<file path="config.mk">
export PLATFORM = sky130hd
export DESIGN_NAME = bit_serial_alu_ctrl
export DESIGN_NICKNAME = d
export VERILOG_FILES = /design/src/rtl/alu_pkg.sv /design/src/rtl/ALUslice.sv /design/src/rtl/bit_serial_alu_ctrl.sv
export SDC_FILE = /design/constraint.sdc
export NUM_CORES = 1
export LEC_CHECK = 0
export ABC_AREA = 1
export ABC_CLOCK_PERIOD_IN_PS = 3330
export CORE_MARGIN = 2
export CORE_UTILIZATION = 50
export DETAILED_ROUTE_END_ITERATION = 7
export PLACE_DENSITY = 0.77
export SLEW_MARGIN = 20
export SYNTH_ARGS = -nofsm -noshare
export SYNTH_HDL_FRONTEND = slang
export SYNTH_SLANG_ARGS = --single-unit
</file>
<file path="constraint.sdc">
create_clock -name clk -period 3.33 [get_ports clk]
set_input_delay 0.666 -clock clk [delete_from_list [all_inputs] [get_ports clk]]
set_output_delay 0.666 -clock clk [all_outputs]
set_load 0.02 [all_outputs]
</file>
<file path="src/rtl/alu_pkg.sv">
// Shared encodings for the bit-serial ALU: slice op codes and sequencer states.
package alu_pkg;

   localparam logic [2:0] OP_ADD   = 3'b000;
   localparam logic [2:0] OP_SUB   = 3'b001;
   localparam logic [2:0] OP_NOTA  = 3'b010;
   localparam logic [2:0] OP_NOTB  = 3'b011;
   localparam logic [2:0] OP_OR    = 3'b100;
   localparam logic [2:0] OP_ORNB  = 3'b101;
   localparam logic [2:0] OP_AND   = 3'b110;
   localparam logic [2:0] OP_ANDNB = 3'b111;

   typedef enum logic [1:0] {
      S_IDLE = 2'd0,
      S_RUN  = 2'd1,
      S_DONE = 2'd2
   } state_t;

endpackage

</file>
<file path="src/rtl/ALUslice.sv">
// One-bit ALU slice: full adder with optional B inversion plus NOT/OR/AND functions.
module ALUslice (
   input  logic [2:0] c,
   input  logic       ai,
   input  logic       bi,
   input  logic       ci,
   output logic       co,
   output logic       f
);

   logic bx;

   // c[0] selects ~b for subtract and for every "~b" logic variant; ~a (010) has c[0]=0
   assign bx = c[0] ? ~bi : bi;
   assign co = (ai & bx) | (ai & ci) | (bx & ci);

   always_comb begin
      f = 1'b0;
      case (c[2:1])
         2'b00:   f = ai ^ bx ^ ci;
         2'b01:   f = c[0] ? bx : ~ai;
         2'b10:   f = ai | bx;
         default: f = ai & bx;
      endcase
   end

endmodule

</file>
<file path="src/rtl/bit_serial_alu_ctrl.sv">
// Sequencer that drives a single ALUslice LSB-first over WIDTH cycles to form a WIDTH-bit result.
module bit_serial_alu_ctrl
   import alu_pkg::*;
#(
   parameter int WIDTH = 8
) (
   input  logic             clk,
   input  logic             rst,
   input  logic             start,
   input  logic [2:0]       op,
   input  logic [WIDTH-1:0] a,
   input  logic [WIDTH-1:0] b,
   output logic             busy,
   output logic             done,
   output logic [WIDTH-1:0] result,
   output logic             cout
);

   localparam int CNT_W = (WIDTH > 1) ? $clog2(WIDTH) : 1;

   state_t           state, state_nxt;
   logic [WIDTH-1:0] a_sr, b_sr, r_sr, result_r;
   logic [2:0]       op_r;
   logic [CNT_W-1:0] cnt;
   logic             carry, cout_r;
   logic             slice_co, slice_f;
   logic             last_bit;

   ALUslice u_slice (
      .c  (op_r),
      .ai (a_sr[0]),
      .bi (b_sr[0]),
      .ci (carry),
      .co (slice_co),
      .f  (slice_f)
   );

   assign last_bit = (cnt == CNT_W'(WIDTH - 1));

   always_ff @(posedge clk) begin
      if (rst) state <= S_IDLE;
      else     state <= state_nxt;
   end

   always_comb begin
      state_nxt = state;
      case (state)
         S_IDLE:  if (start) state_nxt = S_RUN;
         S_RUN:   if (last_bit) state_nxt = S_DONE;
         default: state_nxt = S_IDLE;
      endcase
   end

   always_comb begin
      busy = (state != S_IDLE);
      done = (state == S_DONE);
   end

   // result/cout are captured on the final RUN edge so they are valid together with done
   always_ff @(posedge clk) begin
      if (rst) begin
         a_sr     <= '0;
         b_sr     <= '0;
         r_sr     <= '0;
         op_r     <= '0;
         cnt      <= '0;
         carry    <= 1'b0;
         result_r <= '0;
         cout_r   <= 1'b0;
      end else begin
         case (state)
            S_IDLE: begin
               if (start) begin
                  a_sr  <= a;
                  b_sr  <= b;
                  op_r  <= op;
                  cnt   <= '0;
                  carry <= (op == OP_SUB);
               end
            end
            S_RUN: begin
               r_sr  <= {slice_f, r_sr[WIDTH-1:1]};
               a_sr  <= a_sr >> 1;
               b_sr  <= b_sr >> 1;
               carry <= slice_co;
               cnt   <= cnt + 1'b1;
               if (last_bit) begin
                  result_r <= {slice_f, r_sr[WIDTH-1:1]};
                  cout_r   <= (op_r[2:1] == 2'b00) & slice_co;
               end
            end
            default: ;
         endcase
      end
   end

   assign result = result_r;
   assign cout   = cout_r;

endmodule

</file>
==> reports/metrics.csv <==
stage,metric,value,unit
sta,relSlewSlack,0.468,
grt,grt_antenna_before_repair,0,
clocking,clk_latency,0.34,ns
finish,mostFrequentLayoutCells,"nand2_1 (50), nor2_1 (41), dfxtp_1 (41)",
power_and_ir_drop,power.density,427,mW/mm2
logic_synthesis,synth.avg_cell_area,7.55,um2
power_and_ir_drop,pwr-share-comb,0.162,
floorplanning,core_area,0.00339,mm2
sta,setup-tns-final,0,ns
finish,final_nets,294,
placement,hpwl,2400,um
grt,gr-usage-met3,0.0546,
routing,antenna_left,0,
sta,maxSlewViolCount,0,
run_status,status,finished clean,
clocking,post_cts_buffers,0,
sta,min_period,2.21,ns
clocking,cts_hold_buf,0,
grt,gr-usage-met1,0.241,
routing,drc,0,
logic_synthesis,yosys_warnings,0,
routing,first_pass_iters,4,
routing,via_per_inst,4.91,
power_and_ir_drop,p_sw_frac,0.280,
routing,first_iter_violations,95,
clocking,cts_tree,built,
logic_synthesis,ys_ff_latch,41,
setup_path,critical_path_class,reg -> out,
setup_path,required,2.66,ns
clocking,h-tree-depth,2,
power_and_ir_drop,p_switching,259,uW
setup_path,crit_fanout,4,
placement,io_buffers,32,
floorplanning,die_area,0.00409,mm2
setup_path,arrival,1.54,ns
power_and_ir_drop,pwr-share-seq,0.583,
setup_path,worstSetupStartpointType,register,
hold_path,hold_path_startpoint,b_sr[3],
hold_path,min_to,b_sr[3],
placement,gp_congestion,0.809,
floorplanning,start_util,0.530,
power_and_ir_drop,p_leak,0.000957,uW
grt,use_met2,0.292,
logic_synthesis,ys_types,25,
setup_path,crit_buf_inv,2,
floorplanning,die_x,63.9,um
power_and_ir_drop,irDropWorstVdd,0.261,mV
logic_synthesis,syn-cell-area,0.00180,mm2
floorplanning,rows,21,
hold_path,whs_path_depth,2,
sta,finalHoldViolCount,0,
floorplanning,io-pin-count,33,
clocking,cts_buffer_depth,2,
sta,rsz0062_at_grt,no,
sta,fin_skew,0.0105,ns
grt,busiest_layer,met2,
clocking,cts_resized,0,
placement,placed_area,0.00212,mm2
logic_synthesis,synthCells,238,
finish,postLayoutCellArea,0.00217,mm2
sta,clock.fmax,0.453,GHz
floorplanning,dieHeight,63.9,um
routing,vias,1542,
power_and_ir_drop,intPower,668,uW
setup_path,max_stage_delay,0.60,ns
setup_path,r2r_slack,1.67,ns
setup_path,endpoint_kind,primary output,
run,maxCapViolCount,0,
hold_path,hold_class,reg -> reg,
logic_synthesis,syn-num-nets,265,
finish,area_growth,20.8,%
routing,wl_per_cell,11.1,um
sta,finalSetupViolCount,0,
grt,grt_pass1_vias,1361,
grt,grt_max_degree,35,
logic_synthesis,ys_seq_area_frac,0.457,
finish,final_common_cell,nand2_1,
power_and_ir_drop,clock_power_share,0.254,
setup_path,r2r_end,r_sr[7],
clocking,cts.sinks,41,
clocking,clk_pin_slew,0.12,ns
setup_path,r2r-start,op_r[0],
routing,wl,3480,um
setup_path,critical_path.top_delay_family,buffers and inverters,
grt,overflow,0,
setup_path,crit_slowest_cell,clkdlybuf4s50_1,
finish,n_antenna_cell,0,
sta,worst_pin_slew,0.798,ns
clocking,cts.root.buffer_cell,clkbuf_4,
power_and_ir_drop,finalPower,927,uW
grt,grt.total_usage,0.184,
grt,grt_pass1_wl,5920,um
finish,drive_gt1_frac,0.0933,
clocking,cts_made_buffers,5,
sta,timing.final.crit_share,0.663,
setup_path,r2r_cells,8,
setup_path,cp_cell_sequence,inv_2 -> nand2_1 -> clkdlybuf4s50_1,
flip-flops by register name (all words and copies together) (netlist names):
signal  cells
result      8
state       2
b_sr        8
op_r        3
cout        1
cnt         3
r_sr        7
a_sr        8
carry       1
area by class of cell:
cell class	instances	area, um2
fill	311	1220
multi-input combinational	167	842
sequential	41	821
timing repair buffer	33	328
inverter	19	71.3
tap	46	57.6
clock buffer	6	41.3
clock inverter	2	10.0
worst register-to-register path: cells and delay by family, from the launching register on:
| kind | cells | cell delay (ns) |
|---|---|---|
| flip-flops | 1 | 0.35 |
| buffers and inverters | 1 | 0.07 |
| AND/OR/NAND/NOR | 6 | 0.71 |
| adder cells (fa/ha/maj) | 1 | 0.43 |
through the flow:
stage | instances | hold slack (ns) | utilization | setup WS [ns]
after floorplan | 238 | 0.435 | - | 1.80
after global placement | 306 | 0.447 | 0.625 | 1.28
after detailed placement | 306 | 0.453 | 0.625 | 1.24
after CTS | 314 | 0.472 | 0.640 | 1.10
after global routing | 314 | 0.478 | 0.640 | 1.02
final | 314 | 0.469 | 0.640 | 1.12
power groups by stage:
stage | Combinational [uW] | Clock, uW | Sequential, uW
CTS | 153 | 241 | 540
finish | 150 | 236 | 541
global route | 171 | 262 | 544
detailed placement | 152 | 0 | 551
global placement | 148 | 0 | 551
floorplan | 110 | 0 | 547
worst max path at each step:
stage | startpoint | cells after the start | endpoint | slack (ns)
finish | state[0] | 3 | busy | 1.12
CTS | state[0] | 3 | busy | 1.10
detailed placement | rst | 4 | op_r[1] | 1.24
global route | state[0] | 3 | busy | 1.02
global placement | rst | 4 | op_r[0] | 1.28
floorplan | op_r[0] | 8 | result[7] | 1.80
synthesized netlist by cell type:
| master | n | area (um2) |
|---|---|---|
| inv_1 | 14 | 52.6 |
| nand3b_1 | 2 | 15.0 |
| nand2_1 | 50 | 188 |
| dfxtp_1 | 41 | 821 |
| o211a_1 | 2 | 20.0 |
| o21ai_2 | 1 | 8.76 |
| nand3_1 | 8 | 40.0 |
| a21oi_1 | 10 | 50.1 |
| or2_2 | 1 | 6.26 |
| nor2_1 | 41 | 154 |
| ha_1 | 4 | 50.1 |
| buf_2 | 5 | 25.0 |
| fa_1 | 1 | 20.0 |
| o211ai_1 | 1 | 7.51 |
| nor2_8 | 1 | 20.0 |
| nand4_1 | 1 | 6.26 |
| clkbuf_1 | 2 | 7.51 |
| nor2_4 | 1 | 11.3 |
| nor2_2 | 1 | 6.26 |
| o21ai_1 | 28 | 140 |
| o21ai_0 | 7 | 35.0 |
| nand2_4 | 1 | 11.3 |
| inv_2 | 5 | 18.8 |
| buf_4 | 4 | 30.0 |
| a21oi_2 | 6 | 52.6 |
routing by layer:
layer	wire length, um	share of wire
met5	0	0
met4	27	0.0078
met3	172	0.049
met2	1560	0.45
met1	1720	0.50
kinds of logic (layout without fill, tap and decap cells):
kind of cell,after synthesis,after routing,share of synthesized area
buffers and inverters,30,60,0.0745
AO/OA/AOI/OAI,55,55,0.175
AND/OR/NAND/NOR,107,107,0.255
flip-flops,41,41,0.457
adder cells (fa/ha/maj),5,5,0.0390
(Power assumes the default switching activity.)
